File: src/rtl/sprite_defines_pkg.sv
// rtl/sprite_defines_pkg.sv - shared sprite types, defaults and scan FSM states
package sprite_defines;

    localparam int DEF_MAX_HITS    = 16;
    localparam int DEF_NUM_SPRITES = 128;

    typedef struct packed {
        logic       enable;
        logic [1:0] size;
        logic [7:0] y;
        logic [7:0] x;
        logic [7:0] tile;
    } sprite_conf_t;

    typedef enum logic [1:0] {
        ST_IDLE,
        ST_ISSUE,
        ST_DRAIN,
        ST_DONE
    } scan_state_t;

    // Sprite heights are 8, 16, 32 or 64 rows.
    function automatic logic [7:0] sprite_height(input logic [1:0] size);
        return 8'd8 << size;
    endfunction

endpackage

File: src/rtl/sprite_row_hit.sv
// rtl/sprite_row_hit.sv - combinational test of whether a sprite covers a scanline
module sprite_row_hit
    import sprite_defines::*;
(
    input  logic [7:0] row,
    input  logic [7:0] y,
    input  logic [1:0] size,
    input  logic       enable,
    output logic       hit
);

    logic [7:0] w_diff;

    // Modulo-256 difference lets sprites straddling row 255 wrap onto row 0.
    assign w_diff = row - y;
    assign hit    = enable && (w_diff < sprite_height(size));

endmodule

File: src/rtl/sprite_scan.sv
// rtl/sprite_scan.sv - per-scanline OAM scan building the line sprite list
module sprite_scan
    import sprite_defines::*;
#(
    parameter int MAX_HITS    = DEF_MAX_HITS,
    parameter int NUM_SPRITES = DEF_NUM_SPRITES
) (
    input  logic                          clock,
    input  logic                          reset,
    input  logic                          scan_start,
    input  logic [7:0]                    scan_row,
    output logic [$clog2(NUM_SPRITES)-1:0] oam_addr,
    output logic                          oam_read,
    input  logic                          oam_avail,
    input  sprite_conf_t                  oam_data,
    output logic                          hit_we,
    output logic [$clog2(MAX_HITS)-1:0]   hit_slot,
    output sprite_conf_t                  hit_data,
    output logic                          scan_busy,
    output logic                          scan_done,
    output logic [$clog2(MAX_HITS):0]     hit_count,
    output logic                          overflow
);

    localparam int AW = $clog2(NUM_SPRITES);
    localparam int SW = $clog2(MAX_HITS);
    localparam int CW = SW + 1;
    localparam logic [AW-1:0] LAST_ADDR = AW'(NUM_SPRITES - 1);
    localparam logic [CW-1:0] FULL_CNT  = CW'(MAX_HITS);

    scan_state_t   r_state;
    logic [7:0]    r_row;
    logic [AW-1:0] r_addr;
    logic          r_read;
    logic          r_busy;
    logic          r_done;
    logic [CW-1:0] r_count;
    logic          r_ovf;

    logic w_hit;
    logic w_process;
    logic w_room;
    logic w_we;
    logic w_ovf_hit;

    sprite_row_hit u_row_hit (
        .row    (r_row),
        .y      (oam_data.y),
        .size   (oam_data.size),
        .enable (oam_data.enable),
        .hit    (w_hit)
    );

    // Read data is only meaningful while a read can still be in flight.
    assign w_process = oam_avail && ((r_state == ST_ISSUE) || (r_state == ST_DRAIN));
    assign w_room    = (r_count < FULL_CNT);
    assign w_we      = w_process && w_hit && w_room;
    assign w_ovf_hit = w_process && w_hit && !w_room;

    always_ff @(posedge clock) begin
        if (reset) begin
            r_state <= ST_IDLE;
            r_row   <= '0;
            r_addr  <= '0;
            r_read  <= 1'b0;
            r_busy  <= 1'b0;
            r_done  <= 1'b0;
            r_count <= '0;
            r_ovf   <= 1'b0;
        end else begin
            r_done <= 1'b0;
            if (w_we) begin
                r_count <= r_count + CW'(1);
            end
            if (w_ovf_hit) begin
                r_ovf <= 1'b1;
            end
            case (r_state)
                ST_IDLE: begin
                    if (scan_start) begin
                        r_row   <= scan_row;
                        r_count <= '0;
                        r_ovf   <= 1'b0;
                        r_addr  <= '0;
                        r_read  <= 1'b1;
                        r_busy  <= 1'b1;
                        r_state <= ST_ISSUE;
                    end
                end
                ST_ISSUE: begin
                    // Stop on the first hit that finds the list full; one read stays in flight.
                    if (w_ovf_hit || (r_addr == LAST_ADDR)) begin
                        r_read  <= 1'b0;
                        r_state <= ST_DRAIN;
                    end else begin
                        r_addr <= r_addr + AW'(1);
                    end
                end
                ST_DRAIN: begin
                    r_done  <= 1'b1;
                    r_state <= ST_DONE;
                end
                ST_DONE: begin
                    r_busy  <= 1'b0;
                    r_state <= ST_IDLE;
                end
                default: begin
                    r_state <= ST_IDLE;
                end
            endcase
        end
    end

    assign oam_addr  = r_addr;
    assign oam_read  = r_read;
    assign hit_we    = w_we;
    assign hit_slot  = r_count[SW-1:0];
    assign hit_data  = w_we ? oam_data : '0;
    assign scan_busy = r_busy;
    assign scan_done = r_done;
    assign hit_count = r_count;
    assign overflow  = r_ovf;

endmodule

File: config.mk
export PLATFORM = sky130hd
export DESIGN_NAME = sprite_scan
export DESIGN_NICKNAME = d
export VERILOG_FILES = /design/src/rtl/sprite_defines_pkg.sv /design/src/rtl/sprite_row_hit.sv /design/src/rtl/sprite_scan.sv
export SDC_FILE = /design/constraint.sdc
export NUM_CORES = 1
export LEC_CHECK = 0
export CORE_MARGIN = 10
export CORE_UTILIZATION = 33
export CTS_CLUSTER_DIAMETER = 100
export CTS_CLUSTER_SIZE = 8
export DETAILED_ROUTE_END_ITERATION = 12
export PLACE_DENSITY = 0.7
export SLEW_MARGIN = 5
export SYNTH_ARGS = -nofsm -noshare
export SYNTH_HDL_FRONTEND = slang
export SYNTH_SLANG_ARGS = --single-unit
File: constraint.sdc
create_clock -name clock -period 3.54 [get_ports clock]
set_input_delay 0.531 -clock clock [delete_from_list [all_inputs] [get_ports clock]]
set_output_delay 0.531 -clock clock [all_outputs]
set_load 0.005 [all_outputs]
==> results.md <==
- The least setup slack across all paths after layout is -0.229 ns.
- The netlist uses 41 different library cells.
- In this run the core area contains 26 standard-cell rows.
- Cells fill 62.1% of the core in the end.
- Setup violations remaining at the end of the flow were counted as 26.
- The final instance count without filler cells is 416.
- The largest net degree at the start of global routing is 24.
- The count of hold buffers inserted by post-cts repair is 0.
- Relative to the synthesized area, the layout overhead comes to 79.7%.
- The number of nets produced by synthesis is 284.
- By count the netlist is led by nand2_1, dfxtp_1, and2_1.
- At the end of the flow, the number of nets in the layout was 401.
- The post-placement cell area is 0.00283 sq mm.
- The clock period minus final worst setup slack is 3.77 ns.
- The cell taking the most area after synthesis is dfxtp_1.
- The hold path depth is 2.
- The initial utilization of the core area, before any placement, comes to 34.5%.
- The root buffer cell is clkbuf_8.
- The required time at the worst-slack endpoint is 3.01 ns.
- The number of enable-type register cells in the synthesized netlist is 0.
- The clock network latency to the later pin of the worst-skew pair is 0.28 ns.
- The core outline area is 0.00520 sq mm.
- The fraction of layout cells with a size suffix above 1 is 32.1%.
- The clock-pin slew on the worst setup and hold paths is 0.10 ns.
- The count of nets left with antenna violations once routing finished came out at 0.
- The commonest register cell after synthesis is dfxtp_1.
- The number of slew-limit violations in the final report is 0.
- After synthesis, the cell types taking the most area are dfxtp_1, ha_1, and2_1, nand2_1, a21oi_1.
- The first global-routing pass estimated 10.1 mm of wire.
- The routed design has 6.94 mm of wire.
- The number of top-level pins is 87.
- The capture instance of the worst register-to-register path is oam_addr[3]$_SDFFE_PP0P_.
- STA classifies the critical path endpoint as an output pin.
- At the end of routability-driven placement, the weighted congestion stood at 0.856.
- The tightest min-delay check is of the reg -> reg type.
- The floorplan die area is 0.00880 sq mm.
- For this run, the register share of the synthesized area comes to 28.9%.
- The per-instance average area after synthesis is 7.82 sq um.
- Across all layers, the routed design uses 2077 vias.
- The origin of the worst min-delay path is r_row[6]$_SDFFE_PP0P_.
- The worst flop-to-flop path startpoint is r_row[2]$_SDFFE_PP0P_.
- After detailed routing, the average wire length per cell comes to 16.7 um.
- The initial antenna violation count is 0.
- By instance count, the leading cell after synthesis is nand2_1.
- After the first detailed-routing iteration, the DRC count stood at 93.
- The maximum clock skew at final layout is 0.0104 ns.
- The headroom to the max-slew limit is 57.7%.
- The share of the clock period used by the worst path after layout is 106%.
- Setup repair after global routing could not meet its margin everywhere.
- After layout, the design draws a total of 1420 uW.
- In this run the static leakage power is 0.00137 uW.
- The placed wire-length estimate is 4.75 mm.
- The count of buffers inserted at the top-level ports is 86.
- The final global-route overflow total is 0.
- The largest fanout of any net on the critical path is 5.
- Counting flops with an async set or reset pin after synthesis yields a share of 0%.
- The maximum level of the CTS H-tree is 1.
- The finished cells cover 0.00323 sq mm.
- In this run the deepest clock path goes through 2 buffers.
- The chip width is 93.8 um.
- Counting the fill cells in the layout gives 457.
- Yosys printed 0 warnings.
- The worst voltage drop across the vdd grid is 0.000306 V.
- The number of placed instances, taps included, is 394.
- The first TritonRoute pass finished after 4 iterations.
- The number of global-route vias before repair came to 1970.
- The critical path start-end classification is in -> out.
- The TritonCTS clock tree is yes.
- For this run, the top clock speed supported by timing is 0.265 GHz.
- The synthesized design contains 26 register bits.
- In the synthesized netlist, the number of instances is 230.
- At the pin with the least slew margin, the transition time is 0.634 ns.
- The number of clock buffers added by TritonCTS is 3.
- The vertical die dimension is 93.8 um.
- After detailed routing, the number of remaining DRC violations is 0.
- STA classifies the critical path startpoint as an input pin.
- Dividing the detail-routed via count by the number of cells gives 4.99.
- The area of the mapped netlist is 0.00180 sq mm.
- The worst-case hold path end point is r_row[6]$_SDFFE_PP0P_.
- The tool flagged a number of max-cap violations equal to 0.
- The flop-to-flop setup slack is 0.08 ns.
- Across every metal layer, demand over resource in global routing totals 14.1%.
- The clock drives 26 sinks.
- The flow ran to the end, but the final reports show violations.
- The share of synthesized area in the top cell type comes to 28.9%.
- The signal arrival time at the worst endpoint is 3.24 ns.
- The final reports fail on setup timing.
- Power spread over the standard cell area amounts to 439 mW/mm^2.
- The beginning of the critical path is oam_data[18].
- The number of hold violations in the final report is 0.
- The number of antenna diodes in the final layout is 0.
- Prior to clock tree synthesis, the placed netlist has a worst setup slack of -0.976 ns.
- The number of cells on the worst reg-to-reg path is 17.
registers in the layout, indices dropped and copies added (netlist names):
| signal | cells |
|---|---|
| r_row | 8 |
| oam_addr | 7 |
| hit_count | 5 |
| r_state | 2 |
| oam_read | 1 |
| overflow | 1 |
| scan_busy | 1 |
| scan_done | 1 |
power breakdown:
part	switching [uW]	internal, uW	leakage, uW	total (uW)
combinational	394	395	0.00112	789
sequential	38.2	339	0.000212	377
clock	99.9	151	0.0000357	251
worst max-delay path by stage:
stage / to / depth (start not counted)
final: hit_data[24] / 20
after global routing: hit_data[24] / 20
after CTS: hit_data[24] / 17
after detailed placement: hit_data[12] / 17
after global placement: hit_data[6] / 17
after floorplan: hit_data[10] / 15
cell families (layout without fill, tap and decap cells):
group | Yosys count | in the layout | share of synthesized area (%)
simple gates | 107 | 107 | 31.7
compound gates | 44 | 44 | 16.6
buf+inv | 29 | 145 | 7.52
flops | 26 | 26 | 28.9
fa+ha+maj | 15 | 15 | 10.4
xor+xnor | 8 | 8 | 4.31
mux | 1 | 1 | 0.557
per-stage QoR:
stage,hold slack [ns],setup TNS [ns]
2_1_floorplan,0.440,0
3_3_place_gp,0.451,-27.64
3_5_place_dp,0.457,-33.09
4_1_cts,0.477,-2.52
5_1_grt,0.501,-6.90
6_report,0.473,-3.34
layout by cell type, fill, tap and decap left out, types with 3 or more instances in the layout:
cell	n
inv_1	11
ha_1	10
xnor2_1	7
a21oi_1	17
clkbuf_8	3
dfxtp_1	25
o21a_1	4
nand3_1	6
inv_2	3
buf_6	29
buf_4	28
ha_4	3
and2_4	16
clkdlybuf4s50_1	53
nor2_1	16
o211ai_1	4
nand2b_1	4
buf_2	6
nor3_1	3
nor4_1	6
nand2_1	28
dlygate4sd2_1	10
nor4_2	3
and2_1	7
timing repair:
action | in CTS | in global routing
endpoints found under the setup margin | 38 | 35
gates cloned | 3 | 0
pin swaps | 29 | 14
gates resized for setup | 143 | 32
setup buffers | 12 | 7
worst max-delay path: stages:
cell and delay, ns:
buf_6 0.09, inv_4 0.05, ha_4 0.21, a21oi_4 0.15, o21ai_4 0.09, a21oi_4 0.19
nor2b_4 0.06, o21a_1 0.18, nor2_1 0.12, xnor2_1 0.09, ha_1 0.27, o21ai_1 0.06
a41o_1 0.21, o21ai_2 0.20, nor3_4 0.08, buf_2 0.17, buf_6 0.11, buf_6 0.11
and2_4 0.15, buf_6 0.11
routing by layer:
| layer | global-route usage (%) | routed length [um] | vias to the layer above |
|---|---|---|---|
| met2 | 24.6 | 3540 | 73 |
| li1 | - | - | 1019 |
| met1 | 16.6 | 2770 | 969 |
| met4 | 3.42 | 185 | 0 |
| met5 | 0 | 0 | - |
| met3 | 4.08 | 444 | 16 |
final cells by class:
type | instances | area (sq um) | share of cell area, %
multi-input combinational | 175 | 1310 | 40.5
timing repair buffer | 126 | 1180 | 36.7
sequential | 26 | 522 | 16.1
tap | 70 | 87.6 | 2.71
inverter | 15 | 58.8 | 1.82
clock buffer | 3 | 41.3 | 1.28
clock inverter | 1 | 30.0 | 0.929
(Power assumes the default switching activity.)
